File: src/rtl/column_window_gen_if.sv
// Column-in / window-out link between the column feeder, column_window_gen and the window consumer.
interface column_window_gen_if #(
    parameter int unsigned PIX_W = 5,
    parameter int unsigned COL_W = 7
);
    logic                 in_valid;
    logic                 in_ready;
    logic [PIX_W-1:0]     pixel_in0;
    logic [PIX_W-1:0]     pixel_in1;
    logic [PIX_W-1:0]     pixel_in2;
    logic [PIX_W-1:0]     pixel_in3;
    logic [PIX_W-1:0]     pixel_in4;
    logic                 load_end;
    logic                 win_valid;
    logic                 win_ready;
    logic [9*PIX_W-1:0]   win_data;
    logic [1:0]           win_row;
    logic [COL_W-1:0]     win_col;
    logic                 frame_done;

    modport master (
        output in_valid, pixel_in0, pixel_in1, pixel_in2, pixel_in3, pixel_in4, load_end, win_ready,
        input  in_ready, win_valid, win_data, win_row, win_col, frame_done
    );

    modport slave (
        input  in_valid, pixel_in0, pixel_in1, pixel_in2, pixel_in3, pixel_in4, load_end, win_ready,
        output in_ready, win_valid, win_data, win_row, win_col, frame_done
    );
endinterface

File: src/rtl/column_window_gen.sv
// Builds 3x3 windows from a stream of 5-row image columns using a 3-column sliding buffer.
// Each full column triple yields windows centred on rows 1, 2 and 3.
module column_window_gen #(
    parameter int unsigned PIX_W    = 5,
    parameter int unsigned MAX_COLS = 102,
    parameter int unsigned COL_W    = 7
) (
    input  logic                clk,
    input  logic                reset,
    column_window_gen_if.slave  bus
);
    localparam int unsigned ROWS  = 5;
    localparam int unsigned WIN_W = 9 * PIX_W;

    typedef enum logic [1:0] {LOAD, EMIT, DONE} state_e;
    typedef logic [ROWS-1:0][PIX_W-1:0] col_t;

    state_e            state_q, state_d;
    col_t              c0_q, c1_q, c2_q, c0_d, c1_d, c2_d;
    logic [1:0]        ncol_q, ncol_d;
    logic [COL_W-1:0]  colidx_q, colidx_d;
    logic              last_q, last_d;
    logic              win_valid_q, win_valid_d;
    logic [WIN_W-1:0]  win_data_q, win_data_d;
    logic [1:0]        win_row_q, win_row_d;
    logic [COL_W-1:0]  win_col_q, win_col_d;
    logic              frame_done_q, frame_done_d;
    logic              accept;
    col_t              new_col;

    // Rows r-1..r+1 of the three buffered columns, top row and leftmost column first.
    function automatic logic [WIN_W-1:0] pack_win(input col_t a, input col_t b, input col_t c,
                                                  input logic [1:0] r);
        logic [2:0] rm, rc, rp;
        rm = 3'(r) - 3'd1;
        rc = 3'(r);
        rp = 3'(r) + 3'd1;
        return {a[rm], b[rm], c[rm], a[rc], b[rc], c[rc], a[rp], b[rp], c[rp]};
    endfunction

    assign bus.in_ready   = (state_q == LOAD) && !reset;
    assign bus.win_valid  = win_valid_q;
    assign bus.win_data   = win_data_q;
    assign bus.win_row    = win_row_q;
    assign bus.win_col    = win_col_q;
    assign bus.frame_done = frame_done_q;

    assign accept  = bus.in_valid && bus.in_ready;
    assign new_col = {bus.pixel_in4, bus.pixel_in3, bus.pixel_in2, bus.pixel_in1, bus.pixel_in0};

    always_comb begin
        state_d      = state_q;
        c0_d         = c0_q;
        c1_d         = c1_q;
        c2_d         = c2_q;
        ncol_d       = ncol_q;
        colidx_d     = colidx_q;
        last_d       = last_q;
        win_row_d    = win_row_q;
        win_col_d    = win_col_q;
        win_data_d   = win_data_q;
        win_valid_d  = 1'b0;
        frame_done_d = 1'b0;

        case (state_q)
            LOAD: begin
                if (accept) begin
                    c0_d     = c1_q;
                    c1_d     = c2_q;
                    c2_d     = new_col;
                    ncol_d   = (ncol_q == 2'd3) ? 2'd3 : ncol_q + 2'd1;
                    colidx_d = colidx_q + COL_W'(1);
                    if (bus.load_end || (32'(colidx_d) == MAX_COLS)) begin
                        last_d = 1'b1;
                    end
                    // A completed triple is always emitted, even on the frame's last column.
                    if (ncol_d == 2'd3) begin
                        state_d   = EMIT;
                        win_row_d = 2'd1;
                        win_col_d = colidx_q - COL_W'(1);
                    end else if (last_d) begin
                        state_d = DONE;
                    end
                end
            end
            EMIT: begin
                if (bus.win_ready) begin
                    if (win_row_q != 2'd3) begin
                        win_row_d = win_row_q + 2'd1;
                    end else begin
                        state_d = last_q ? DONE : LOAD;
                    end
                end
            end
            DONE: begin
                state_d  = LOAD;
                ncol_d   = 2'd0;
                colidx_d = '0;
                last_d   = 1'b0;
            end
            default: state_d = LOAD;
        endcase

        win_valid_d  = (state_d == EMIT);
        frame_done_d = (state_d == DONE);
        if (state_d == EMIT) begin
            win_data_d = pack_win(c0_d, c1_d, c2_d, win_row_d);
        end
    end

    always_ff @(posedge clk) begin
        if (reset) begin
            state_q      <= LOAD;
            c0_q         <= '0;
            c1_q         <= '0;
            c2_q         <= '0;
            ncol_q       <= 2'd0;
            colidx_q     <= '0;
            last_q       <= 1'b0;
            win_valid_q  <= 1'b0;
            win_data_q   <= '0;
            win_row_q    <= 2'd0;
            win_col_q    <= '0;
            frame_done_q <= 1'b0;
        end else begin
            state_q      <= state_d;
            c0_q         <= c0_d;
            c1_q         <= c1_d;
            c2_q         <= c2_d;
            ncol_q       <= ncol_d;
            colidx_q     <= colidx_d;
            last_q       <= last_d;
            win_valid_q  <= win_valid_d;
            win_data_q   <= win_data_d;
            win_row_q    <= win_row_d;
            win_col_q    <= win_col_d;
            frame_done_q <= frame_done_d;
        end
    end
endmodule
File: src/flat_wrapper.sv
// flat-port wrapper written by rule: the top's interface ports become plain ports
module column_window_gen_flat 
#(
    parameter int unsigned PIX_W    = 5,
    parameter int unsigned MAX_COLS = 102,
    parameter int unsigned COL_W    = 7
)
  (clk, reset, bus_in_valid, bus_pixel_in0, bus_pixel_in1, bus_pixel_in2, bus_pixel_in3, bus_pixel_in4, bus_load_end, bus_win_ready, bus_in_ready, bus_win_valid, bus_win_data, bus_win_row, bus_win_col, bus_frame_done);
  column_window_gen_if #(.PIX_W(PIX_W), .COL_W(COL_W)) bus_i ();
  input  logic clk;
  input  logic reset;
  input wire logic [$bits(bus_i.in_valid)-1:0] bus_in_valid;
  input wire logic [$bits(bus_i.pixel_in0)-1:0] bus_pixel_in0;
  input wire logic [$bits(bus_i.pixel_in1)-1:0] bus_pixel_in1;
  input wire logic [$bits(bus_i.pixel_in2)-1:0] bus_pixel_in2;
  input wire logic [$bits(bus_i.pixel_in3)-1:0] bus_pixel_in3;
  input wire logic [$bits(bus_i.pixel_in4)-1:0] bus_pixel_in4;
  input wire logic [$bits(bus_i.load_end)-1:0] bus_load_end;
  input wire logic [$bits(bus_i.win_ready)-1:0] bus_win_ready;
  output wire logic [$bits(bus_i.in_ready)-1:0] bus_in_ready;
  output wire logic [$bits(bus_i.win_valid)-1:0] bus_win_valid;
  output wire logic [$bits(bus_i.win_data)-1:0] bus_win_data;
  output wire logic [$bits(bus_i.win_row)-1:0] bus_win_row;
  output wire logic [$bits(bus_i.win_col)-1:0] bus_win_col;
  output wire logic [$bits(bus_i.frame_done)-1:0] bus_frame_done;
  assign bus_i.in_valid = bus_in_valid;
  assign bus_i.pixel_in0 = bus_pixel_in0;
  assign bus_i.pixel_in1 = bus_pixel_in1;
  assign bus_i.pixel_in2 = bus_pixel_in2;
  assign bus_i.pixel_in3 = bus_pixel_in3;
  assign bus_i.pixel_in4 = bus_pixel_in4;
  assign bus_i.load_end = bus_load_end;
  assign bus_i.win_ready = bus_win_ready;
  assign bus_in_ready = bus_i.in_ready;
  assign bus_win_valid = bus_i.win_valid;
  assign bus_win_data = bus_i.win_data;
  assign bus_win_row = bus_i.win_row;
  assign bus_win_col = bus_i.win_col;
  assign bus_frame_done = bus_i.frame_done;
  column_window_gen #(.PIX_W(PIX_W), .MAX_COLS(MAX_COLS), .COL_W(COL_W)) u_core (.clk(clk), .reset(reset), .bus(bus_i));
endmodule
File: config.mk
export PLATFORM = sky130hd
export DESIGN_NAME = column_window_gen_flat
export DESIGN_NICKNAME = d
export VERILOG_FILES = /design/src/rtl/column_window_gen_if.sv /design/src/rtl/column_window_gen.sv /design/src/flat_wrapper.sv
export SDC_FILE = /design/constraint.sdc
export NUM_CORES = 1
export LEC_CHECK = 0
export CAP_MARGIN = 20
export CORE_UTILIZATION = 45
export CTS_CLUSTER_DIAMETER = 80
export DETAILED_ROUTE_END_ITERATION = 12
export PLACE_DENSITY = 0.66
export SLEW_MARGIN = 20
export SYNTH_ARGS = -nofsm -noshare
export SYNTH_HDL_FRONTEND = slang
export SYNTH_SLANG_ARGS = --single-unit
File: constraint.sdc
create_clock -name clk -period 9.2 [get_ports clk]
set_clock_uncertainty 0.15 [all_clocks]
set_input_delay 1.84 -clock clk [delete_from_list [all_inputs] [get_ports clk]]
set_output_delay 1.84 -clock clk [all_outputs]
set_load 0.02 [all_outputs]
==> results_dict.tcl <==
set metrics [dict create \
    setup_ws_ns 3.307 \
    cp_top_family "simple AND/OR/NAND/NOR gates" \
    maxCapViolCount 0 \
    critical_path_required_ns 9.39 \
    synth_top_family_by_area "compound AO/OA/AOI/OAI gates" \
    vdd_drop_max_mv 0.1267 \
    cp_common_cell "nand2_1" \
    max_freq_ghz 0.1697 \
    antenna_cells 0 \
    finalCritPeriodShare 0.6405 \
    io_buffer_count 86 \
    cts_tree "built" \
    r2r_cells 11 \
    cts_buffer_depth 2 \
    crit_buf_inv 3 \
    crit_type "primary input to flip-flop" \
    grtUsageTotal 0.2871 \
    status "complete, no violations" \
    place.detailed.hpwl_um 16390 \
    p_per_area_nw_per_um2 166.8 \
    syn-cell-area_um2 7347 \
    synth.distinct_cells 47 \
    r2r-end "u_core.bus.win_data[31]" \
    worst_slew_margin_rel 0.2580 \
    cp_data_arrival_time_ns 6.08 \
    root_buffer "clkbuf_16" \
    clk_pin_slew_ns 0.06 \
    grt-ovfl-total 0 \
    mostFrequentLayoutCells "dfxtp_1 (143), nor2_1 (117), nand2_1 (91)" \
    die_h_um 129.8 \
    rsz0062_at_grt "false" \
    finalSetupViolCount 0 \
    vias 6905 \
    synth_xor_area_frac 0.009537 \
    areaGrowthSynthToFinish_pct 18.53 \
    postCtsSetupBuffers 0 \
    cp_slowest_cell "and2_1" \
    ys_seq_area_frac 0.3896 \
    core_area_um2 15890 \
    crit_start "bus_in_valid" \
    startpoint_type "primary input" \
    critPathCaptureType "flip-flop" \
    grt_pass1_vias 6010 \
    gp_congestion 0.9135 \
    hold_violations 0 \
    cts.repair.resized 0 \
    synth_fp_nets 914 \
    die_area_um2 16840 \
    multi_input_area_um2 4011 \
    routed_via_density 6.121 \
    hp-class "flip-flop to flip-flop" \
    yosys.area_share.simple 0.1843 \
    drt_iter0_markers 841 \
    crit_cells 12 \
    die_w_um 129.8 \
    antenna_found_initial 1 \
    grt_pass1_wl_um 35730 \
    worstMarginPinSlew_ns 1.110 \
    yosysWarnings 0 \
    ant_nets 0 \
    wirelength_um 23810 \
    netlist_instances 879 \
    final_common_cell "dfxtp_1" \
    worstHoldStart "u_core.ncol_q[0]" \
    register_area_um2 2863 \
    wl_per_cell_um 21.10 \
    holdBufCountCts 0 \
    cts_buffers 17 \
    clock_sinks 143 \
    min_period_ns 5.893 \
    drt-pass1-iter-count 5 \
    pre_cts_ws_ns 2.986 \
    drc 0 \
    crit_end "u_core.bus.win_data[31]" \
    num_rows 46 \
    nets 935 \
    fill_cells 1564 \
    ios 87 \
    worstSkewPairLatency_ns 0.44 \
    synth_adder_area_share 0.008515 \
    synth-seq-cells 143 \
    crit_chain "clkdlybuf4s50_1 > nor4b_2 > nand2_1 > buf_4 > and2_1 > clkinv_2 > ha_1 > nor2b_1 > nand2_1 > o22ai_1 > a32oi_1 > o21ai_0" \
    utilization 0.5482 \
    ff2ff_setup_slack_ns 4.64 \
    leakage_nw 3.276 \
    synth_compound_area_frac 0.2246 \
    h-tree-depth 4 \
    grt_max_degree 71 \
    slew_violations 0 \
    cp_slowest_stage_delay_ns 0.67 \
    holdPathStages 1 \
    setup_tns_ns 0 \
    path_max_fanout 48 \
    start_util 0.4625 \
    crit-reg2reg-launch "u_core.state_q[1]" \
    syn_area_per_cell_um2 8.358 \
    post_route_cells_drive_above_1_share 0.06031 \
    synthMuxAreaShare 0.1143 \
]
-- worst min path at each step --
stage	slack, ns	to
finish	0.32	u_core.ncol_q[0]
global route	0.35	u_core.ncol_q[0]
CTS	0.32	u_core.ncol_q[0]
detailed placement	0.31	u_core.bus.win_data[37]
global placement	0.30	u_core.ncol_q[0]
floorplan	0.29	u_core.ncol_q[0]
-- synth_stat cells (all sizes together) --
library cell / number / area [um^2]
nor2b: 3 / 18.77
o22a: 1 / 8.760
and2: 2 / 12.51
a32oi: 53 / 464.2
o21a: 3 / 22.52
o2bb2ai: 1 / 8.760
or4b: 1 / 10.01
o211ai: 60 / 450.4
a2bb2oi: 1 / 8.760
clkinv: 1 / 5.000
xnor2: 4 / 35.03
o41ai: 1 / 8.760
dfxtp: 143 / 2863
nand3: 47 / 235.2
o21ai: 33 / 165.2
a211oi: 8 / 60.06
a22oi: 9 / 67.56
a41oi: 1 / 8.760
nand4b: 2 / 17.52
or3: 1 / 6.260
xor2: 4 / 35.03
a21oi: 9 / 45.04
nor2: 118 / 442.9
mux2i: 77 / 828.3
inv: 16 / 60.06
o22ai: 31 / 200.2
nor3: 11 / 55.05
nand4: 17 / 106.4
nand2: 91 / 341.6
and3: 6 / 37.54
a311oi: 15 / 131.4
clkbuf: 60 / 225.2
mux2: 1 / 11.26
ha: 5 / 62.56
nor4b: 1 / 8.760
nand2b: 5 / 31.28
buf: 33 / 217.7
nand3b: 3 / 22.52
nor3b: 1 / 7.510
-- per-stage QoR --
stage / cell area (um^2) / instances / power (W) / hold slack (ns)
2_1_floorplan: 7347 / 879 / 0.0007381 / 0.2871
3_3_place_gp: 8129 / 1097 / 0.0007820 / 0.3032
3_5_place_dp: 8129 / 1097 / 0.0007825 / 0.3071
4_1_cts: 8702 / 1128 / 0.001454 / 0.3179
5_1_grt: 8708 / 1128 / 0.001491 / 0.3450
6_report: 8708 / 1128 / 0.001452 / 0.3184
-- state kept, by name, summed over array words and instances, names as in the netlist --
signal / flops
u_core.last_q: 1
u_core.c0_q: 25
u_core.colidx_q: 7
u_core.bus.win_row: 2
u_core.c2_q: 25
u_core.ncol_q: 2
u_core.state_q: 2
u_core.bus.frame_done: 1
u_core.c1_q: 25
u_core.bus.win_valid: 1
u_core.bus.win_data: 45
u_core.bus.win_col: 7
-- area by class of cell --
class | instances | share of cell area
clock buffer | 20 | 0.05244
clock inverter | 11 | 0.01336
inverter | 17 | 0.007471
multi-input combinational | 626 | 0.4606
sequential | 143 | 0.3287
tap | 216 | 0.03103
timing repair buffer | 95 | 0.1063
-- metal layers --
| metal | vias to the layer above | wire (um) | track usage | share of wire |
|---|---|---|---|---|
| met1 | 3214 | 10920 | 0.4100 | 0.46 |
| met3 | 58 | 2132 | 0.06765 | 0.090 |
| li1 | 3284 | - | - | - |
| met5 | - | 0 | 0 | 0 |
| met4 | 0 | 803 | 0.1382 | 0.034 |
| met2 | 349 | 9945 | 0.4042 | 0.42 |
-- logic make-up after synthesis --
| group | Yosys count |
|---|---|
| XOR/XNOR | 8 |
| AND/OR/NAND/NOR | 309 |
| AO/OA/AOI/OAI | 226 |
| buffers and inverters | 110 |
| flip-flops | 143 |
| multiplexers | 78 |
| adder cells (fa/ha/maj) | 5 |
-- power by group --
group | switching, W | total [W] | internal [W]
sequential | 0.00000840 | 0.000638 | 0.000630
clock | 0.000272 | 0.000681 | 0.000409
combinational | 0.0000851 | 0.000133 | 0.0000481
total | 0.000365 | 0.00145 | 0.00109
Note: power is estimated with default switching activity, not from simulation.
